==> config.mk <==
export PLATFORM = sky130hd
export DESIGN_NAME = ultrasonic_scan_cntr_flat
export DESIGN_NICKNAME = d
export VERILOG_FILES = /design/src/rtl/ultrasonic_scan_cntr_if.sv /design/src/rtl/ultrasonic_scan_cntr.sv /design/src/flat_wrapper.sv
export SDC_FILE = /design/constraint.sdc
export NUM_CORES = 1
export LEC_CHECK = 0
export ABC_CLOCK_PERIOD_IN_PS = 2800
export CAP_MARGIN = 25
export CORE_ASPECT_RATIO = 1.1
export CORE_MARGIN = 4
export CORE_UTILIZATION = 31
export CTS_CLUSTER_SIZE = 30
export DETAILED_ROUTE_END_ITERATION = 12
export GPL_TIMING_DRIVEN = 0
export MAX_ROUTING_LAYER = met4
export PLACE_DENSITY = 0.57
export SLEW_MARGIN = 25
export SYNTH_ARGS = -nofsm -noshare
export SYNTH_HDL_FRONTEND = slang
export SYNTH_SLANG_ARGS = --single-unit
==> constraint.sdc <==
create_clock -name clk -period 2.8 [get_ports clk]
set_input_delay 0.42 -clock clk [delete_from_list [all_inputs] [get_ports clk]]
set_output_delay 0.42 -clock clk [all_outputs]
set_load 0.03 [all_outputs]
==> src/rtl/ultrasonic_scan_cntr_if.sv <==
// Handshake bundle between the ultrasonic scan controller and its user logic.
// The controller connects through the slave modport; the sensor/user side uses master.
interface ultrasonic_scan_cntr_if #(
  parameter int CH     = 4,
  parameter int DIST_W = 9
);
  localparam int CH_W = (CH > 1) ? $clog2(CH) : 1;

  logic                   enable;
  logic [CH-1:0]          echo;
  logic [CH-1:0]          trig;
  logic [CH*DIST_W-1:0]   distance_cm;
  logic [CH-1:0]          valid;
  logic [CH-1:0]          timeout;
  logic                   busy;
  logic [CH_W-1:0]        cur_ch;

  modport master (
    output enable, echo,
    input  trig, distance_cm, valid, timeout, busy, cur_ch
  );

  modport slave (
    input  enable, echo,
    output trig, distance_cm, valid, timeout, busy, cur_ch
  );
endinterface

==> src/rtl/ultrasonic_scan_cntr.sv <==
// Round-robin HC-SR04 ranging controller: triggers one sensor per period and measures echo in cm.
// Define ULTRA_AVG_EN to publish the mean of the previous and the new valid result per channel.
module ultrasonic_scan_cntr #(
  parameter int SYS_FREQ   = 100_000_000,
  parameter int CH         = 4,
  parameter int DIST_W     = 9,
  parameter int TRIG_US    = 10,
  parameter int TIMEOUT_US = 25_000,
  parameter int PERIOD_US  = 60_000
) (
  input logic                  clk,
  input logic                  reset_p,
  ultrasonic_scan_cntr_if.slave bus
);
  localparam int DIV    = SYS_FREQ / 1_000_000;
  localparam int DIV_W  = $clog2(DIV);
  localparam int CH_W   = (CH > 1) ? $clog2(CH) : 1;
  localparam int ST_MAX = (TIMEOUT_US > TRIG_US) ? TIMEOUT_US : TRIG_US;
  localparam int ST_W   = $clog2(ST_MAX + 1);
  localparam int PER_W  = $clog2(PERIOD_US + 1);
  localparam logic [DIST_W-1:0] DIST_MAX = '1;

  typedef enum logic [2:0] {
    S_IDLE,
    S_TRIG,
    S_WAIT_RISE,
    S_MEASURE,
    S_GAP
  } state_t;

  state_t state_reg, state_next;

  logic [DIV_W-1:0]      div_cnt_reg;
  logic                  us_tick;
  logic [ST_W-1:0]       st_cnt_reg;
  logic [PER_W-1:0]      per_cnt_reg;
  logic [5:0]            sub_cnt_reg;
  logic [DIST_W-1:0]     cm_cnt_reg;
  logic [DIST_W-1:0]     cm_meas;
  logic [DIST_W-1:0]     pub_value;
  logic [CH_W-1:0]       cur_ch_reg;

  logic [CH-1:0]         sync1_reg;
  logic [CH-1:0]         echo_s_reg;
  logic [CH-1:0]         echo_d_reg;
  logic                  echo_rise;
  logic                  echo_fall;

  logic [CH*DIST_W-1:0]  dist_reg;
  logic [CH-1:0]         valid_reg;
  logic [CH-1:0]         timeout_reg;
  logic [CH-1:0]         trig_vec;

  logic                  enter_trig;
  logic                  state_clr;
  logic                  take_result;
  logic                  take_timeout;
  logic                  ch_advance;
  logic                  st_run;

  // ---------------------------------------------------------------- timebase
  assign us_tick = (div_cnt_reg == DIV_W'(DIV - 1));

  always_ff @(posedge clk) begin
    if (reset_p || enter_trig || us_tick) begin
      div_cnt_reg <= '0;
    end else begin
      div_cnt_reg <= div_cnt_reg + 1'b1;
    end
  end

  // ---------------------------------------------------------------- echo input
  always_ff @(posedge clk) begin
    if (reset_p) begin
      sync1_reg  <= '0;
      echo_s_reg <= '0;
      echo_d_reg <= '0;
    end else begin
      sync1_reg  <= bus.echo;
      echo_s_reg <= sync1_reg;
      echo_d_reg <= echo_s_reg;
    end
  end

  assign echo_rise = echo_s_reg[cur_ch_reg] & ~echo_d_reg[cur_ch_reg];
  assign echo_fall = ~echo_s_reg[cur_ch_reg] & echo_d_reg[cur_ch_reg];

  // ---------------------------------------------------------------- FSM
  always_ff @(posedge clk) begin
    if (reset_p) begin
      state_reg <= S_IDLE;
    end else begin
      state_reg <= state_next;
    end
  end

  always_comb begin
    state_next   = state_reg;
    enter_trig   = 1'b0;
    state_clr    = 1'b0;
    take_result  = 1'b0;
    take_timeout = 1'b0;
    ch_advance   = 1'b0;
    case (state_reg)
      S_IDLE: begin
        if (bus.enable) begin
          state_next = S_TRIG;
          enter_trig = 1'b1;
        end
      end
      S_TRIG: begin
        if (us_tick && (st_cnt_reg == ST_W'(TRIG_US - 1))) begin
          state_next = S_WAIT_RISE;
          state_clr  = 1'b1;
        end
      end
      S_WAIT_RISE: begin
        // A level already high on entry has no rising edge, so it is never accepted.
        if (echo_rise) begin
          state_next = S_MEASURE;
          state_clr  = 1'b1;
        end else if (us_tick && (st_cnt_reg == ST_W'(TIMEOUT_US - 1))) begin
          state_next   = S_GAP;
          take_timeout = 1'b1;
        end
      end
      S_MEASURE: begin
        if (echo_fall) begin
          state_next  = S_GAP;
          take_result = 1'b1;
        end else if (us_tick && (st_cnt_reg == ST_W'(TIMEOUT_US - 1))) begin
          state_next   = S_GAP;
          take_timeout = 1'b1;
        end
      end
      S_GAP: begin
        if (us_tick && (per_cnt_reg == PER_W'(PERIOD_US - 1))) begin
          ch_advance = 1'b1;
          if (bus.enable) begin
            state_next = S_TRIG;
            enter_trig = 1'b1;
          end else begin
            state_next = S_IDLE;
          end
        end
      end
      default: state_next = S_IDLE;
    endcase
  end

  // ---------------------------------------------------------------- counters
  assign st_run = (state_reg == S_TRIG) || (state_reg == S_WAIT_RISE) ||
                  (state_reg == S_MEASURE);

  always_ff @(posedge clk) begin
    if (reset_p || enter_trig || state_clr) begin
      st_cnt_reg <= '0;
    end else if (us_tick && st_run) begin
      st_cnt_reg <= st_cnt_reg + 1'b1;
    end
  end

  always_ff @(posedge clk) begin
    if (reset_p || enter_trig) begin
      per_cnt_reg <= '0;
    end else if (us_tick && (state_reg != S_IDLE)) begin
      per_cnt_reg <= per_cnt_reg + 1'b1;
    end
  end

  // The tick landing in the fall-detect cycle is folded in, so the window is exactly the pulse width.
  assign cm_meas = (us_tick && (sub_cnt_reg == 6'd57) && (cm_cnt_reg != DIST_MAX)) ?
                   cm_cnt_reg + 1'b1 : cm_cnt_reg;

  always_ff @(posedge clk) begin
    if (reset_p || state_clr) begin
      sub_cnt_reg <= '0;
      cm_cnt_reg  <= '0;
    end else if (us_tick && (state_reg == S_MEASURE)) begin
      if (sub_cnt_reg == 6'd57) begin
        sub_cnt_reg <= '0;
        cm_cnt_reg  <= cm_meas;
      end else begin
        sub_cnt_reg <= sub_cnt_reg + 1'b1;
      end
    end
  end

  // ---------------------------------------------------------------- averaging
`ifdef ULTRA_AVG_EN
  logic [DIST_W-1:0] prev_reg [CH];
  logic [CH-1:0]     prev_ok_reg;
  logic [DIST_W:0]   avg_sum;

  always_comb begin
    avg_sum   = {1'b0, prev_reg[cur_ch_reg]} + {1'b0, cm_meas};
    pub_value = prev_ok_reg[cur_ch_reg] ? avg_sum[DIST_W:1] : cm_meas;
  end

  always_ff @(posedge clk) begin
    if (reset_p) begin
      prev_ok_reg <= '0;
      for (int k = 0; k < CH; k++) begin
        prev_reg[k] <= '0;
      end
    end else if (take_result) begin
      prev_reg[cur_ch_reg]    <= cm_meas;
      prev_ok_reg[cur_ch_reg] <= 1'b1;
    end else if (take_timeout) begin
      prev_ok_reg[cur_ch_reg] <= 1'b0;
    end
  end
`else
  assign pub_value = cm_meas;
`endif

  // ---------------------------------------------------------------- results
  always_ff @(posedge clk) begin
    if (reset_p) begin
      dist_reg    <= '0;
      valid_reg   <= '0;
      timeout_reg <= '0;
      cur_ch_reg  <= '0;
    end else begin
      valid_reg <= '0;
      if (take_result) begin
        dist_reg[cur_ch_reg*DIST_W +: DIST_W] <= pub_value;
        timeout_reg[cur_ch_reg]               <= 1'b0;
        valid_reg[cur_ch_reg]                 <= 1'b1;
      end else if (take_timeout) begin
        dist_reg[cur_ch_reg*DIST_W +: DIST_W] <= DIST_MAX;
        timeout_reg[cur_ch_reg]               <= 1'b1;
        valid_reg[cur_ch_reg]                 <= 1'b1;
      end
      if (ch_advance) begin
        cur_ch_reg <= (cur_ch_reg == CH_W'(CH - 1)) ? '0 : cur_ch_reg + 1'b1;
      end
    end
  end

  generate
    for (genvar gi = 0; gi < CH; gi++) begin : g_trig
      assign trig_vec[gi] = (state_reg == S_TRIG) && (cur_ch_reg == CH_W'(gi));
    end
  endgenerate

  assign bus.trig        = trig_vec;
  assign bus.distance_cm = dist_reg;
  assign bus.valid       = valid_reg;
  assign bus.timeout     = timeout_reg;
  assign bus.busy        = (state_reg != S_IDLE);
  assign bus.cur_ch      = cur_ch_reg;

endmodule
==> src/flat_wrapper.sv <==
// flat-port wrapper written by rule: the top's interface ports become plain ports
module ultrasonic_scan_cntr_flat 
#(
  parameter int SYS_FREQ   = 100_000_000,
  parameter int CH         = 4,
  parameter int DIST_W     = 9,
  parameter int TRIG_US    = 10,
  parameter int TIMEOUT_US = 25_000,
  parameter int PERIOD_US  = 60_000
)
  (clk, reset_p, bus_enable, bus_echo, bus_trig, bus_distance_cm, bus_valid, bus_timeout, bus_busy, bus_cur_ch);
  ultrasonic_scan_cntr_if #(.CH(CH), .DIST_W(DIST_W)) bus_i ();
  input logic clk;
  input logic reset_p;
  input wire logic [$bits(bus_i.enable)-1:0] bus_enable;
  input wire logic [$bits(bus_i.echo)-1:0] bus_echo;
  output wire logic [$bits(bus_i.trig)-1:0] bus_trig;
  output wire logic [$bits(bus_i.distance_cm)-1:0] bus_distance_cm;
  output wire logic [$bits(bus_i.valid)-1:0] bus_valid;
  output wire logic [$bits(bus_i.timeout)-1:0] bus_timeout;
  output wire logic [$bits(bus_i.busy)-1:0] bus_busy;
  output wire logic [$bits(bus_i.cur_ch)-1:0] bus_cur_ch;
  assign bus_i.enable = bus_enable;
  assign bus_i.echo = bus_echo;
  assign bus_trig = bus_i.trig;
  assign bus_distance_cm = bus_i.distance_cm;
  assign bus_valid = bus_i.valid;
  assign bus_timeout = bus_i.timeout;
  assign bus_busy = bus_i.busy;
  assign bus_cur_ch = bus_i.cur_ch;
  ultrasonic_scan_cntr #(.SYS_FREQ(SYS_FREQ), .CH(CH), .DIST_W(DIST_W), .TRIG_US(TRIG_US), .TIMEOUT_US(TIMEOUT_US), .PERIOD_US(PERIOD_US)) u_core (.clk(clk), .reset_p(reset_p), .bus(bus_i));
endmodule
; ---- Word-level counts from Yosys, hierarchy flattened
; Cells that the tools add are included.
[op_classes]
n_addsub = 7
n_mul = 1
n_div = 0
magnitude_cmp = 2
eq_ne = 16
n_shift = 3
mux = 39
n_bitwise = 7
reduce_logical = 25
[ops]
columns = operator, count
row1 = $bwmux W36, 2
row2 = $mux W36, 2
row3 = $shift A9 B34 Y36 const A, 1
row4 = $shiftx A9 B34 Y36, 1
row5 = $shiftx A9 B34 Y36 const A, 1
row6 = $neg A6 Y34, 1
row7 = $mux W3, 6
row8 = $add A16 B1 Y16 const B, 1
row9 = $eq A16 B16 Y1 const B, 1
row10 = $mux W4, 4
row11 = $add A15 B1 Y15 const B, 1
row12 = $eq A15 B15 Y1 const B, 1
row13 = $eq A15 B4 Y1 const B, 1
row14 = $mux W1, 15
row15 = $pmux W3 S5, 1
row16 = $logic_and A1 B1 Y1, 13
row17 = $add A9 B1 Y9 const B, 1
row18 = $mux W9, 1
row19 = $ne A9 B9 Y1 const B, 1
row20 = $add A7 B1 Y7 const B, 1
row21 = $eq A7 B7 Y1 const B, 1
row22 = $add A6 B1 Y6 const B, 1
row23 = $eq A3 B2 Y1 const B, 2
row24 = $eq A6 B6 Y1 const B, 1
row25 = other kinds (27), 39
[word_totals]
reg_bits = 114
latch_bits = 0
ram_bits = 0
mem_bits_ro = 0
input_bits = 7
out_inout_bits = 51
elab_cells = 113
memories = 0

; ---- Longest topological paths before layout
; Gate-level depths: netlist of the first run.
[logic_depth]
depth_word = 8
mapped_depth = 10
depth_no_buf = 10

; ---- Worst setup path after synthesis of the first run
; OpenSTA, ideal clock, no wires.
[synth_path]
path_type = register to register
from = register u_core.cm_cnt_reg[0]
to = register u_core.dist_reg[32] (netlist: u_core.bus.distance_cm[32])
setup_time_ps = 122
arrival_ps = 2779
required_ps = 2678
setup_slack_ps = -101
path_stages_with_launch = 11
path_buffers = 1
period_less_slack_ps = 2901
path_cell_list = dfxtp_1 -> ha_1 -> and3_1 -> and3_1 -> and3_1 -> ha_1 -> or3_4 -> or4_4 -> buf_6 -> and3_1 -> o32a_1
[synth_via]
elab_chain_cells = 6
word_cells_on_any_way = 7
cone_classes = add/sub: 1 / eq/ne: 1 / shift: 1 / mux: 3 / reduce/logical: 1
[synth_lines]
columns = element, line_no
row1 = from (decl), ultrasonic_scan_cntr.sv:38  ; logic [DIST_W-1:0] cm_cnt_reg;
row2 = from (signal assigned), ultrasonic_scan_cntr.sv:182  ; cm_cnt_reg <= cm_meas;
row3 = branches (longest 2 deep; another with $add A9 B1 Y9), --
row4 = $mux W9 *, ultrasonic_scan_cntr.sv:172  ; assign cm_meas = (us_tick && (sub_cnt_reg == 6'd57) && (cm_cnt_reg != DIST_MAX)) ?
row5 = $shiftx A9 B34 Y36 *, ultrasonic_scan_cntr.sv:227  ; dist_reg[cur_ch_reg*DIST_W +: DIST_W] <= pub_value;
row6 = $bwmux W36 *, ultrasonic_scan_cntr.sv:227
row7 = $mux W36 *, ultrasonic_scan_cntr.sv:226  ; if (take_result) begin
row8 = "to (signal, indexed assignment)", ultrasonic_scan_cntr.sv:227
row9 = to (decl), ultrasonic_scan_cntr.sv:49  ; logic [CH*DIST_W-1:0] dist_reg;
; Every way passes the cells marked *.
; A chain may end at the register's enable or synchronous reset.

; ---- Final worst setup path of the first run
[layout_path]
from = register u_core.cm_cnt_reg[0]
to = register u_core.cm_cnt_reg[7]
[layout_via]
elab_chain_cells = 3
word_cells_on_any_way = 4
cone_classes = add/sub: 1 / eq/ne: 1 / mux: 1 / reduce/logical: 1
[layout_lines]
columns = element, line_no
row1 = branches (longest 2 deep; another with $add A9 B1 Y9), --
row2 = $mux W9 *, ultrasonic_scan_cntr.sv:172
; Marked as above.

==> results.md, run 1 <==
- Status: finished, final reports clean
- DR pass1 iterations: 5
- Critical path type: flop to flop
- Max FO, Critical Path: 6
- PortBufs: 57
- Worst path required time: 3.08 ns
- Fillers: 1717
- Worst setup EP type: flop
- Diode count: 0
- Yosys top cell area share: 42.1%
- Drt drc: 0
- Top cells by count, synth: dfxtp_1, nor3_1, nor2_1
- Mapped Nets: 623
- Unrepaired setup endpoints after global routing: yes
- Crit-path cells: ha_4 > and3_4 > and3_4 > and3_4 > ha_4 > or3_4 > or4_4 > buf_6 > buf_6 > o31ai_4 > a21oi_2
- Post-DP HPWL: 11.0 mm
- Initial core utilization: 31.7%
- Clock buffer count from CTS: 17
- Placed inst area: 6280 sq um
- Synthesized flop and latch total: 114
- Pre-CTS setup slack: -0.206 ns
- Die area: 19700 sq um
- Clock Tree Root: clkbuf_16
- PD cells: 536 nW/um^2
- Worst path bufs/invs: 2
- Lkg Pwr: 2.46 nW
- Final slew viol count: 0
- Post-CTS Hold Fix Bufs: 0
- Slew @ Worst Pin: 1.05 ns
- CTS tree: yes
- Routed Antenna Nets: 0
- DRT iter0 DRCs: 323
- Sw Ratio: 21.8%
- Hold Crit Class: flop to flop
- Largest net degree at the start of global routing: 17
- Core Footprint: 17100 sq um
- Max reg flops: 36
- Sequential-to-total area share from yosys stat: 42.1%
- Post-synth EDFFs: 0
- Initial antenna violation count: 0
- Final setup fails: 0
- Multi-input logic area: 3080 sq um
- Netlist cell types: 63
- Skew final: 0.00958 ns
- Share of post-route cells with drive strength above 1: 14.1%
- Area Growth Syn to Fin: 29.5%
- Clk pwr share: 53.7%
- CP most frequent cell: and3_4
- Total Wirelength: 15.1 mm
- Top FF cell, synth: dfxtp_1
- Combinational fraction of design power: 2.8%
- Register area: 2290 sq um
- Final Cell Area: 7020 sq um
- Synth area leader: dfxtp_1
- Final Wtd Congestion: 0.898
- Data arrival, critical path: 3.05 ns
- GRT Total Usage: 16.0%
- Io pins: 58
- Worst-path clk slew: 0.05 ns
- Max Buffers Root-to-Sink: 2
- Row cnt: 50
- Syn Inst Count: 604
- Slowest cell on crit path: or4_4
- Fin crit period: 2.77 ns
- Max_cap viols: 0
- Routed length per instance: 16.2 um
- CTS Sinks: 114
- Most common cell in the netlist: dfxtp_1
- Final setup margin: 0.0255 ns
- Worst-Skew Late Latency: 0.41 ns
- Slew headroom: 30.1%
- Internal power: 2.94 mW
- Top post-synthesis cells by area: dfxtp_1, nor3_1, o32a_1, and3_1, nor2_1
- Startpoint types: flop
- H-tree Lvls: 4
- Top delay family on crit path: simple AND/OR/NAND/NOR gates
- DIE HEIGHT: 147 um
- Endpoints failing hold: 0
- Ys async rst share: 0%
- GRT overflow: 0
- First-pass GRT wire length: 25.0 mm
- Vias in the first global route: 4847
- Syn Std Cell Area: 5420 sq um
- Via density: 5.32
- Syn Area/Cell: 8.97 sq um
- Tcrit/Tclk final: 99.1%
- Die width: 134 um
- Crit-path max cell delay: 0.51 ns
- Seq pwr share: 43.5%
- Layout Nets: 707
- VDD IR max: 388 uV
- Vias: 4977
- Synth Warn #: 0
- Hold Worst Slack: 0.433 ns
- Max Freq: 360 MHz
- Switch Pwr: 0.819 mW
-- area by class of cell --
type	count	area share (%)
Tap cell	234	4.17
Clock buffer	22	6.76
Inverter	13	0.695
Timing Repair Buffer	66	8.99
Sequential cell	114	32.6
Buffer	25	1.64
Clock inverter	10	1.19
Multi-Input combinational cell	451	44.0
-- power groups by stage --
stage                     Sequential (mW)  Clock [mW]  Combinational [mW]
after floorplan                      1.67           0              0.0662
after global placement               1.67           0               0.103
after detailed placement             1.67           0               0.104
after CTS                            1.64        2.07               0.104
after global routing                 1.64        2.14               0.116
final                                1.64        2.02               0.105
-- path summary, 6_finish.rpt --
path                                                          end  depth (start not counted)                               from  slack (ns)
worst max-delay path            u_core.cm_cnt_reg[7]$_SDFFE_PP0P_                         11  u_core.cm_cnt_reg[0]$_SDFFE_PP0P_        0.03
worst min-delay path              u_core.echo_s_reg[1]$_SDFF_PP0_                          1     u_core.sync1_reg[1]$_SDFF_PP0_        0.43
worst max register to register  u_core.cm_cnt_reg[7]$_SDFFE_PP0P_                         11  u_core.cm_cnt_reg[0]$_SDFFE_PP0P_        0.03
worst min register to register    u_core.echo_s_reg[1]$_SDFF_PP0_                          1     u_core.sync1_reg[1]$_SDFF_PP0_        0.43
-- cells by family after synthesis --
family / after synthesis / share of synthesized area (%)
compound gates: 98 / 14.0
xor+xnor: 37 / 5.98
fa+ha+maj: 12 / 2.77
buf+inv: 39 / 3.07
flops: 114 / 42.1
mux: 5 / 1.39
simple gates: 299 / 30.7
-- cells in the final DEF, fill, tap and decap left out, types with 10 or more instances in the layout --
master / instances
dfxtp_1: 112
o21ai_0: 12
and3_1: 24
clkdlybuf4s50_1: 54
xnor2_1: 19
nor3_1: 55
clkbuf_1: 17
ha_1: 10
clkbuf_16: 17
nand3_1: 22
o32a_1: 20
nor2b_1: 19
a21oi_1: 23
xor2_1: 18
inv_1: 13
nand2_1: 39
or3_1: 12
nor2_1: 47
nand4_1: 17
nor4_1: 10
-- per-stage QoR --
stage	power [mW]	instances	setup TNS, ns	utilization (%)
6_report	3.76	935	0	41.1
5_1_grt	3.89	935	-0.0587	41.1
4_1_cts	3.81	932	-0.274	40.7
3_5_place_dp	1.78	895	-3.54	36.8
3_3_place_gp	1.78	895	-4.12	36.8
2_1_floorplan	1.74	604	0	-
-- per-layer routing --
layer | routed length, um | global-route usage (%) | up-vias
li1 | - | - | 2410
met1 | 6870 | 19.7 | 2399
met2 | 7280 | 26.1 | 145
met3 | 760 | 3.55 | 23
met4 | 223 | 5.30 | 0
met5 | 0 | - | -
-- what timing repair did --
action	in CTS	in global routing
pin swaps	5	6
endpoints found under the setup margin	29	32
gates resized for setup	21	17
setup buffers	6	3
Note: power is estimated with default switching activity, not from simulation.
==> inputs of run 2 (changes only) <==
Settings changed: CORE_MARGIN 4 to unset.
==> run 2 against run 1 <==
Sequential power about the same. Critical path depth decreased by 1. Cell count unchanged. Power increased by 8.1%. Critical path type unchanged. Die area decreased by 8.4%. Maximum frequency about the same. Non-clock buffer count unchanged.
==> results.md, run 2 (synthesis results as in run 1) <==
- Slew headroom: 32.8%
- Skew final: 0.00840 ns
- Worst setup EP type: flop
- Initial core utilization: 31.7%
- Post-DP HPWL: 10.8 mm
- Post-CTS Hold Fix Bufs: 0
- Row cnt: 50
- Max Buffers Root-to-Sink: 2
- Status: finished, final reports clean
- R2r setup slk: 0.03 ns
- Largest net degree at the start of global routing: 17
- Initial antenna violation count: 0
- CTS Sinks: 114
- Pre-CTS setup slack: -0.214 ns
- Final slew viol count: 0
- Max Freq: 360 MHz
- Worst reg-to-reg path cell count: 10
- Most frequent cells in the layout: dfxtp_1, nor3_1, clkdlybuf4s50_1
- WL met3: 694 um
- Unrepaired setup endpoints after global routing: yes
- Final setup fails: 0
- CTS tree: yes
- Hold Crit Class: flop to flop
- Lkg Pwr: 2.51 nW
- DRT iter0 DRCs: 370
- Io pins: 58
- Cells on Worst Hold Path: 1
- Clock buffer count from CTS: 17
- Core Footprint: 17100 sq um
- DR pass1 iterations: 5
- Post-Layout Cell Count: 935
- Endpoints failing hold: 0
- Worst-path clk slew: 0.06 ns
- Hold EP: u_core.echo_s_reg[2]$_SDFF_PP0_
- Clock Tree Root: clkbuf_16
- H-tree Lvls: 4
- Die area: 18000 sq um
- Placed inst area: 6280 sq um
- Max_cap viols: 0
- Tcrit/Tclk final: 99.1%
- Commonest non-fill, non-tap cell in the layout: dfxtp_1
- PD cells: 572 nW/um^2
- GRT overflow: 0
- Final Cell Area: 7110 sq um
- Final Wtd Congestion: 0.835
- PortBufs: 57
- Multi-input logic area: 3090 sq um
- Area Growth Syn to Fin: 31.2%
- Vias in the first global route: 4953
- Top Metal Used: met4
- Diode count: 0
- Max FO, Critical Path: 6
- Routed Antenna Nets: 0
- Die width: 128 um
- Worst path required time: 3.10 ns
- Via density: 5.29
- Worst-Skew Late Latency: 0.42 ns
- Startpoint types: flop
- FF-to-FF Start: u_core.cm_cnt_reg[0]$_SDFFE_PP0P_
- Fillers: 1685
- Fin crit period: 2.77 ns
- Routed wl met2: 7.23 mm
- Register area: 2290 sq um
- DRT met1 WL: 6.91 mm
- FF-to-FF End: u_core.bus.distance_cm[23]$_SDFFE_PP0P_
- Slew @ Worst Pin: 1.01 ns
- Share of post-route cells with drive strength above 1: 14.4%
- DIE HEIGHT: 141 um
- VDD IR max: 439 uV
- Final setup margin: 0.0256 ns
- Routed length per instance: 16.1 um
- Critical path type: flop to flop
- Total Wirelength: 15.0 mm
- GRT Total Usage: 18.2%
- Max reg flops: 36
- Placed insts: 895
- Total Neg Setup Slack: 0 ns
- Layout Nets: 707
- Data arrival, critical path: 3.08 ns
- Drt drc: 0
- Hold_sp: u_core.sync1_reg[2]$_SDFF_PP0_
- Vias: 4949
- First-pass GRT wire length: 25.3 mm
-- run 2: where the power goes --
group / switching (mW) / internal (mW) / total (mW)
combinational: 0.0712 / 0.0330 / 0.104
sequential: 0.00505 / 1.63 / 1.64
clock: 0.794 / 1.53 / 2.33
-- run 2: layer usage --
layer	vias up	track usage, %
li1	2399	-
met1	2412	22.6
met2	118	29.1
met3	20	4.25
met4	0	6.01
met5	-	-
-- run 2: worst max-delay path by stage --
stage / startpoint / endpoint / slack [ns] / depth (start not counted)
floorplan: u_core.cm_cnt_reg[0]$_SDFFE_PP0P_ / u_core.bus.distance_cm[32]$_SDFFE_PP0P_ / 0.005 / 10
global placement: u_core.cm_cnt_reg[0]$_SDFFE_PP0P_ / u_core.bus.distance_cm[34]$_SDFFE_PP0P_ / -0.24 / 9
detailed placement: u_core.cm_cnt_reg[0]$_SDFFE_PP0P_ / u_core.bus.distance_cm[31]$_SDFFE_PP0P_ / -0.21 / 9
CTS: u_core.cm_cnt_reg[0]$_SDFFE_PP0P_ / u_core.cm_cnt_reg[7]$_SDFFE_PP0P_ / -0.08 / 11
global route: u_core.cm_cnt_reg[0]$_SDFFE_PP0P_ / u_core.bus.distance_cm[23]$_SDFFE_PP0P_ / -0.02 / 10
finish: u_core.cm_cnt_reg[0]$_SDFFE_PP0P_ / u_core.bus.distance_cm[23]$_SDFFE_PP0P_ / 0.03 / 10
-- run 2: what timing repair did --
item / in CTS / in global routing
resized for setup: 21 / 15
setup buffers: 7 / 2
setup endpoints to repair: 27 / 30
pin swaps: 10 / 6
-- run 2: layout make-up --
type	instances	area share, %
multi-input cells	451	43.5
flip-flops and latches	114	32.2
repair buffers	66	8.98
clock buffers	19	6.37
well taps	234	4.12
clock inverters	13	2.59
plain buffers	25	1.62
inverters	13	0.686
-- run 2: metrics by stage --
step	util [%]	hold WS (ns)	total power [mW]
global route	41.6	0.445	4.19
global placement	36.8	0.417	1.78
CTS	41.3	0.434	4.09
detailed placement	36.8	0.421	1.78
finish	41.6	0.434	4.07
floorplan	-	0.414	1.74
-- run 2: worst max-delay path, cell delays in order, from the launching register on --
cell and delay [ns]:
dfxtp_4 0.35, ha_4 0.17, and3_4 0.18, and3_4 0.18, and3_4 0.18, ha_4 0.16, or3_4 0.34, or4_4 0.51
buf_6 0.15, and3_4 0.16, o32a_1 0.28
==> inputs of run 3 (changes only) <==
Settings changed: CAP_MARGIN 25 to unset.
==> results of run 3 <==
The final DEF is identical to that of run 2; final timing and power are the same.
